File: config.mk
export PLATFORM = sky130hd
export DESIGN_NAME = axi4_traffic_gen
export DESIGN_NICKNAME = d
export VERILOG_FILES = /design/src/rtl/axi4_traffic_gen.sv
export SDC_FILE = /design/constraint.sdc
export NUM_CORES = 1
export LEC_CHECK = 0
export ABC_AREA = 1
export ABC_CLOCK_PERIOD_IN_PS = 2800
export CORE_MARGIN = 3
export CORE_UTILIZATION = 59
export CTS_BUF_LIST = sky130_fd_sc_hd__clkbuf_16
export DETAILED_ROUTE_END_ITERATION = 8
export DONT_BUFFER_PORTS = 1
export GPL_TIMING_DRIVEN = 1
export PLACE_DENSITY = 0.78
export SLEW_MARGIN = 40
export SYNTH_ARGS = -nofsm -noshare
export SYNTH_HDL_FRONTEND = slang
export SYNTH_SLANG_ARGS = --single-unit
File: constraint.sdc
create_clock -name clk -period 2.8 [get_ports clk]
set_input_delay 0.84 -clock clk [delete_from_list [all_inputs] [get_ports clk]]
set_output_delay 0.84 -clock clk [all_outputs]
set_load 0.005 [all_outputs]
File: src/rtl/axi4_traffic_gen.sv
`default_nettype none
// ============================================================================
//  Module      : axi4_traffic_gen
//  Description : AXI4 master traffic generator. Each run issues NUM_BURSTS
//                INCR write bursts, each followed by a read-back burst of
//                the same address range. Write data is the beat byte
//                address. B/R response errors and rlast mismatches are
//                accumulated in a saturating error counter.
//  Options     : define AXI4_TG_CHECK_EN to also compare read data against
//                the written address pattern.
//  Revision    : 1.0 - initial release
// ============================================================================
module axi4_traffic_gen #(
    parameter logic [31:0] BASE_ADDR  = 32'h80000000,
    parameter int          DATA_W     = 32,
    parameter int          BURST_LEN  = 16,
    parameter int          NUM_BURSTS = 4,
    parameter int          ID_W       = 2
) (
    input  logic                  clk,
    input  logic                  rstn,
    input  logic                  start,
    output logic                  busy,
    output logic                  done,
    output logic [15:0]           err_cnt,
    // write address channel
    output logic [31:0]           awaddr,
    output logic [7:0]            awlen,
    output logic [2:0]            awsize,
    output logic [1:0]            awburst,
    output logic [ID_W-1:0]       awid,
    output logic                  awvalid,
    input  logic                  awready,
    // write data channel
    output logic [DATA_W-1:0]     wdata,
    output logic [DATA_W/8-1:0]   wstrb,
    output logic                  wlast,
    output logic                  wvalid,
    input  logic                  wready,
    // write response channel
    input  logic [1:0]            bresp,
    input  logic [ID_W-1:0]       bid,
    input  logic                  bvalid,
    output logic                  bready,
    // read address channel
    output logic [31:0]           araddr,
    output logic [7:0]            arlen,
    output logic [2:0]            arsize,
    output logic [1:0]            arburst,
    output logic [ID_W-1:0]       arid,
    output logic                  arvalid,
    input  logic                  arready,
    // read data channel
    input  logic [DATA_W-1:0]     rdata,
    input  logic [1:0]            rresp,
    input  logic [ID_W-1:0]       rid,
    input  logic                  rlast,
    input  logic                  rvalid,
    output logic                  rready
);

    localparam int          C_BYTES       = DATA_W / 8;
    localparam int          C_SIZE        = $clog2(C_BYTES);
    localparam logic [31:0] C_BURST_BYTES = 32'(BURST_LEN * C_BYTES);
    localparam logic [8:0]  C_LAST_BEAT   = 9'(BURST_LEN - 1);
    localparam logic [15:0] C_LAST_BURST  = 16'(NUM_BURSTS - 1);

    typedef enum logic [2:0] {
        S_IDLE = 3'd0,
        S_AW   = 3'd1,
        S_WD   = 3'd2,
        S_B    = 3'd3,
        S_AR   = 3'd4,
        S_RD   = 3'd5,
        S_DONE = 3'd6
    } state_t;

    state_t        r_state;
    state_t        w_next;
    logic [15:0]   r_k;
    logic [8:0]    r_beat;
    logic [31:0]   r_addr;
    logic [15:0]   r_err;

    logic          w_start_ok;
    logic          w_aw_hs;
    logic          w_w_hs;
    logic          w_b_hs;
    logic          w_ar_hs;
    logic          w_r_hs;
    logic          w_beat_last;
    logic          w_rd_exit;
    logic          w_beat_clr;
    logic [31:0]   w_beat_addr;
    logic [DATA_W-1:0] w_pattern;

    logic          w_err_b;
    logic          w_err_rresp;
    logic          w_err_rlast;
    logic          w_err_data;
    logic [1:0]    w_err_inc;
    logic [16:0]   w_err_sum;
    logic [15:0]   w_err_next;
    logic          w_unused;

    // ------------------------------------------------------------------
    // Handshakes and shared address arithmetic
    // ------------------------------------------------------------------
    assign w_start_ok  = start && ((r_state == S_IDLE) || (r_state == S_DONE));
    assign w_aw_hs     = awvalid && awready;
    assign w_w_hs      = wvalid  && wready;
    assign w_b_hs      = bvalid  && bready;
    assign w_ar_hs     = arvalid && arready;
    assign w_r_hs      = rvalid  && rready;
    assign w_beat_last = (r_beat == C_LAST_BEAT);
    assign w_rd_exit   = w_r_hs && w_beat_last;

    // The beat counter restarts whenever an address phase is entered.
    assign w_beat_clr  = ((w_next == S_AW) && (r_state != S_AW)) ||
                         ((w_next == S_AR) && (r_state != S_AR));

    // Byte address of the current beat; doubles as write data pattern.
    assign w_beat_addr = r_addr + (32'(r_beat) << C_SIZE);
    assign w_pattern   = DATA_W'(w_beat_addr);

    // ------------------------------------------------------------------
    // Static payload fields
    // ------------------------------------------------------------------
    assign awaddr  = r_addr;
    assign awlen   = 8'(BURST_LEN - 1);
    assign awsize  = 3'(C_SIZE);
    assign awburst = 2'b01;
    assign awid    = '0;
    assign araddr  = r_addr;
    assign arlen   = 8'(BURST_LEN - 1);
    assign arsize  = 3'(C_SIZE);
    assign arburst = 2'b01;
    assign arid    = '0;
    assign wdata   = w_pattern;
    assign wstrb   = '1;
    assign err_cnt = r_err;

    // ------------------------------------------------------------------
    // Error detection
    // ------------------------------------------------------------------
    assign w_err_b     = w_b_hs && (bresp != 2'b00);
    assign w_err_rresp = w_r_hs && (rresp != 2'b00);
    assign w_err_rlast = w_r_hs && (rlast != w_beat_last);

`ifdef AXI4_TG_CHECK_EN
    assign w_err_data  = w_r_hs && (rdata != w_pattern);
    assign w_unused    = ^{bid, rid};
`else
    assign w_err_data  = 1'b0;
    assign w_unused    = ^{bid, rid, rdata};
`endif

    // B and R handshakes never coincide, so at most three terms add.
    assign w_err_inc  = {1'b0, w_err_b} + {1'b0, w_err_rresp} +
                        {1'b0, w_err_rlast} + {1'b0, w_err_data};
    assign w_err_sum  = {1'b0, r_err} + {15'd0, w_err_inc};
    assign w_err_next = w_err_sum[16] ? 16'hFFFF : w_err_sum[15:0];

    // State register with asynchronous abandon on reset
    always_ff @(posedge clk or negedge rstn) begin
        if (!rstn) begin
            r_state <= S_IDLE;
        end else begin
            r_state <= w_next;
        end
    end

    // Next-state and channel control decode
    always_comb begin
        w_next  = r_state;
        awvalid = 1'b0;
        wvalid  = 1'b0;
        wlast   = 1'b0;
        bready  = 1'b0;
        arvalid = 1'b0;
        rready  = 1'b0;
        busy    = 1'b0;
        done    = 1'b0;
        unique case (r_state)
            S_IDLE: begin
                if (start) w_next = S_AW;
            end
            S_AW: begin
                awvalid = 1'b1;
                busy    = 1'b1;
                if (w_aw_hs) w_next = S_WD;
            end
            S_WD: begin
                wvalid  = 1'b1;
                wlast   = w_beat_last;
                busy    = 1'b1;
                if (w_w_hs && w_beat_last) w_next = S_B;
            end
            S_B: begin
                bready  = 1'b1;
                busy    = 1'b1;
                if (w_b_hs) w_next = S_AR;
            end
            S_AR: begin
                arvalid = 1'b1;
                busy    = 1'b1;
                if (w_ar_hs) w_next = S_RD;
            end
            S_RD: begin
                rready  = 1'b1;
                busy    = 1'b1;
                if (w_rd_exit) begin
                    w_next = (r_k == C_LAST_BURST) ? S_DONE : S_AW;
                end
            end
            S_DONE: begin
                done    = 1'b1;
                if (start) w_next = S_AW;
            end
            default: begin
                w_next  = S_IDLE;
            end
        endcase
    end

    // Burst index, burst address, beat counter and error accumulator
    always_ff @(posedge clk or negedge rstn) begin
        if (!rstn) begin
            r_k    <= 16'd0;
            r_addr <= BASE_ADDR;
            r_beat <= 9'd0;
            r_err  <= 16'd0;
        end else begin
            if (w_start_ok) begin
                r_k    <= 16'd0;
                r_addr <= BASE_ADDR;
                r_err  <= 16'd0;
            end else begin
                if (w_rd_exit) begin
                    r_k    <= r_k + 16'd1;
                    r_addr <= r_addr + C_BURST_BYTES;
                end
                r_err <= w_err_next;
            end
            if (w_beat_clr) begin
                r_beat <= 9'd0;
            end else if (w_w_hs || w_r_hs) begin
                r_beat <= r_beat + 9'd1;
            end
        end
    end

endmodule
`default_nettype wire

; Word level (Yosys, flattened, before mapping)
; Index checks and enable logic that the tools add are counted.
[word_totals]
out_inout_bits = 154
reg_bits = 76
[classes]
addsub = 7
n_reduce_logical = 23
eq_ne = 13
mux = 24
[ops]
columns = op, count
row1 = $mux W16, 4
row2 = $mux W32, 2
row3 = $add A32 B11 Y32, 1
row4 = $add A32 B7 Y32 const B, 1
row5 = $mux W3, 7
row6 = $mux W9, 2
row7 = $pmux W3 S6, 1
row8 = $add A16 B2 Y17, 1
row9 = $add A16 B1 Y16 const B, 1
row10 = $eq A16 B2 Y1 const B, 1
row11 = $logic_and A1 B1 Y1, 13
row12 = $eq A3 B3 Y1 const B, 4
row13 = $add A9 B1 Y9 const B, 1
row14 = $eq A9 B4 Y1 const B, 1
row15 = $mux W1, 8
row16 = $reduce_bool A2 Y1, 4
row17 = $eq A3 B1 Y1 const B, 2
row18 = $eq A3 B2 Y1 const B, 2
row19 = $reduce_or A5 Y1, 1
row20 = $logic_not A3 Y1, 1
row21 = $logic_or A1 B1 Y1, 3
row22 = $ne A3 B1 Y1 const B, 1
row23 = $ne A3 B3 Y1 const B, 1
row24 = $add A1 B1 Y2, 1
row25 = 3 further kinds, 3

; Logic depth before layout (Yosys ltp)
[logic_depth]
ltp_word = 10
ltp_mapped = 20
depth_no_buf = 20

; Least setup slack after synthesis
; OpenSTA, ideal clock, no wires.
[synth_path]
path_kind = input-to-reg
start = input port rvalid
end = register r_err[10], in the netlist err_cnt[10]
cell_stages = 15
path_slack_ns = -0.368
setup_time_ns = 0.120
t_arrival_ns = 3.048
cell_sequence = inv_1 > nor2_1 > nand3_1 > fa_1 > inv_1 > ha_1 > fa_1 > nand3_1 > nor2_1 > nand3_1 > inv_1 > nand3_1 > o21ai_0 > o21ai_0 > inv_1
[synth_between]
elab_chain_len = 7
[synth_rtl]
columns = element, line_no
row1 = from (decl), 58  ; input logic rvalid,
row2 = $logic_and A1 B1 Y1 *, 114  ; assign w_r_hs = rvalid && rready;
row3 = $logic_and A1 B1 Y1, 147  ; assign w_err_rresp = w_r_hs && (rresp != 2'b00);
row4 = $add A1 B1 Y2, 159  ; assign w_err_inc = {1'b0, w_err_b} + {1'b0, w_err_rresp} +
row5 = $add A2 B1 Y2 *, 159
row6 = $add A16 B2 Y17 *, 161  ; assign w_err_sum = {1'b0, r_err} + {15'd0, w_err_inc};
row7 = $mux W16 *, 162  ; assign w_err_next = w_err_sum[16] ? 16'hFFFF : w_err_sum[15:0];
row8 = $mux W16 *, 234  ; if (w_start_ok) begin
row9 = to (signal assigned), 243  ; r_err <= w_err_next;
row10 = to (decl), 83  ; logic [15:0] r_err;
; Every way passes the cells marked *; elsewhere a longest branch is shown, timed or not.
; A chain may end at the register's enable or synchronous reset.

; Worst setup path after layout
[layout_path]
start = register r_beat[8]
end = output port wdata[16]
[layout_between]
elab_chain_len = 1
[layout_rtl]
columns = element, line_no
row1 = from (decl), 81  ; logic [8:0] r_beat;
row2 = from (signal assigned), 248  ; r_beat <= r_beat + 9'd1;
row3 = $add A32 B11 Y32, 123  ; assign w_beat_addr = r_addr + (32'(r_beat) << C_SIZE);
row4 = to (decl), 35  ; output logic [DATA_W-1:0] wdata,
; Every way passes these cells.

==> results_dict.tcl <==
set metrics [dict create \
    worstSetupEndpointType "output pin" \
    status "finished with violations" \
    synthFlopType "dfrtp_1" \
    drv_slew 0 \
    cts.path.max_buffers 2 \
    crit_type "reg -> out" \
    num_vias 4845 \
    synth_seq_cells 70 \
    max_cap_violations 0 \
    drt_iter0_drc 334 \
    route.detailed.drc 0 \
    grt_overflow 0 \
    clk_pin_slew_ps 60 \
    syn_inst 742 \
    num-nets-final 830 \
    maxSlewHeadroom 0.395 \
    arrival_ps 2260 \
    stdcell_count 879 \
    cp_max_fo 5 \
    finalCritPeriodShare 1.11 \
    layout_common_cells "nand2_1 (117), inv_1 (100), nor2_1 (84)" \
    power.density_nw_per_um2 468 \
    dieArea_um2 10200 \
    dp_cells 851 \
    rsz0062_at_grt "yes" \
    insertion_delay_ps 340 \
    regArea_um2 1760 \
    fin_crit_ps 3100 \
    io_buffer_count 0 \
    cts_made_buffers 9 \
    hold_slack_ps 193 \
    finalHoldViolCount 0 \
    max_clock_freq_mhz 323 \
    yosysSeqAreaShare 0.330 \
    leakage_uw 0.00318 \
    drt-vias-per-instance 5.51 \
    gp_congestion 0.933 \
    cts_root_buffer "clkbuf_16" \
    postSynthAreaPerCell_um2 7.15 \
    grt_pass1_vias 4673 \
    violations "setup timing" \
    cp-start-kind "flip-flop" \
    syn_area_um2 5310 \
    io_pins 203 \
    worst_hold_path_type "in -> async" \
    wl_um 13900 \
    dp_hpwl_um 9200 \
    start_util 0.627 \
    crit_required_ps 1960 \
    cts_htree_levels 3 \
    ant_nets 0 \
    ir_drop_mv 0.319 \
    worst_slack_ps -300 \
    place_area_um2 5380 \
    synth_edf_count 0 \
    ys_types 45 \
    grt_pass1_wl_um 21900 \
    areaGrowthSynthToFinish_pct 18.3 \
    rows 33 \
    wl_per_cell_um 15.8 \
    core_um2 8460 \
    clock_skew_ps 8.54 \
    antenna_found_initial 0 \
    insertedDiodeCount 0 \
    synth_warnings 0 \
    grtUsageTotal 0.268 \
    multiInputGateArea_um2 3210 \
    die_h_um 101 \
    cts_hold_buf 0 \
    nFillCells 605 \
    layout-drive-gt1-share 0.255 \
    r2r_slack_ps -290 \
    worst_slew_pin_slew_ps 900 \
    grt_max_degree 71 \
    async_flop_share 1.00 \
    cts_tree "built" \
    final_common_cell "nand2_1" \
    finalInstanceArea_um2 6280 \
    cts.sinks 70 \
    die_w_um 101 \
    dr.pass1.iters 5 \
    place_ws_ps -358 \
    setup_violations 36 \
]
[state kept, by name, indices dropped and copies added (netlist names)]
name	cells
r_k	16
r_beat	9
araddr	26
err_cnt	16
r_state	3
[report_power, final]
part | internal, uW | switching [uW] | total [uW]
registers | 1050 | 48.6 | 1100
clock network | 683 | 448 | 1130
logic | 224 | 481 | 705
[metrics by stage]
step / total power [uW] / utilization / TNS, ps
after global placement: 1760 / 0.636 / -2950
after CTS: 2930 / 0.721 / -5580
after floorplan: 1650 / - / -588
final: 2940 / 0.742 / -6670
after detailed placement: 1780 / 0.636 / -4250
after global routing: 3090 / 0.742 / -10500
[critical path, stage by stage, from the launching register on]
cell     delay, ps
dfrtp_1        400
buf_6          130
ha_4           270
nand2_2         50
inv_2           50
nand4_1        120
a21oi_2        210
buf_4          150
nand3_4        120
nor2_1         200
xor2_1         220
[worst paths after layout]
| kind | startpoint | to | depth (start not counted) |
|---|---|---|---|
| setup reg to reg | r_beat[0] | err_cnt[14] | 20 |
| setup / recovery | r_beat[8] | wdata[16] | 10 |
| max in group asynchronous | rstn | araddr[31] | 0 |
| hold reg to reg | r_k[1] | r_k[1] | 1 |
| min in group clk | r_k[1] | r_k[1] | 1 |
| hold / removal | rstn | araddr[30] | 0 |
[synthesized netlist by cell type, drive strengths merged (3+ instances only)]
master / instances / area, um^2
ha: 10 / 125
or2: 6 / 37.5
buf: 78 / 589
a21oi: 35 / 179
dfrtp: 69 / 1730
nor3: 28 / 161
nor4: 3 / 18.8
inv: 111 / 417
nand4: 11 / 68.8
o21ai: 31 / 159
xor2: 30 / 263
o21a: 4 / 30.0
a31oi: 6 / 37.5
nand2: 141 / 557
o31ai: 4 / 30.0
clkbuf: 8 / 30.0
nor2: 105 / 443
nand3: 38 / 208
xnor2: 7 / 61.3
[final cells by class]
cell class | count | area share
clock buffers | 9 | 0.0358
multi-input cells | 521 | 0.510
well taps | 105 | 0.0209
flip-flops and latches | 70 | 0.280
repair buffers | 56 | 0.0743
clock inverters | 7 | 0.0102
inverters | 111 | 0.0683
[layer usage]
metal  vias up  GRT usage  part of all wire  wire length (um)
li1       2286          -                 -                 -
met1      2273      0.324              0.37              5140
met2       253      0.471              0.52              7240
met3        33     0.0581             0.085              1180
met4         0     0.0902             0.023               323
met5         -          0                 0                 0
[repair_timing]
item                                    4_1_cts  5_1_grt
pin swaps                                    33       18
buffers inserted                             10        3
gates resized for setup                      83       39
endpoints found under the setup margin       37       38
[kinds of logic (layout without fill, tap and decap cells)]
group,count (synthesis),count (layout),synth area share
AO/OA/AOI/OAI,87,87,0.0924
other,2,48,0.00141
AND/OR/NAND/NOR,336,336,0.287
adder cells (fa/ha/maj),12,12,0.0311
multiplexers,1,1,0.00212
flip-flops,70,70,0.330
buffers and inverters,197,183,0.195
XOR/XNOR,37,37,0.0610
No activity file was read; power rests on OpenSTA's default activity.
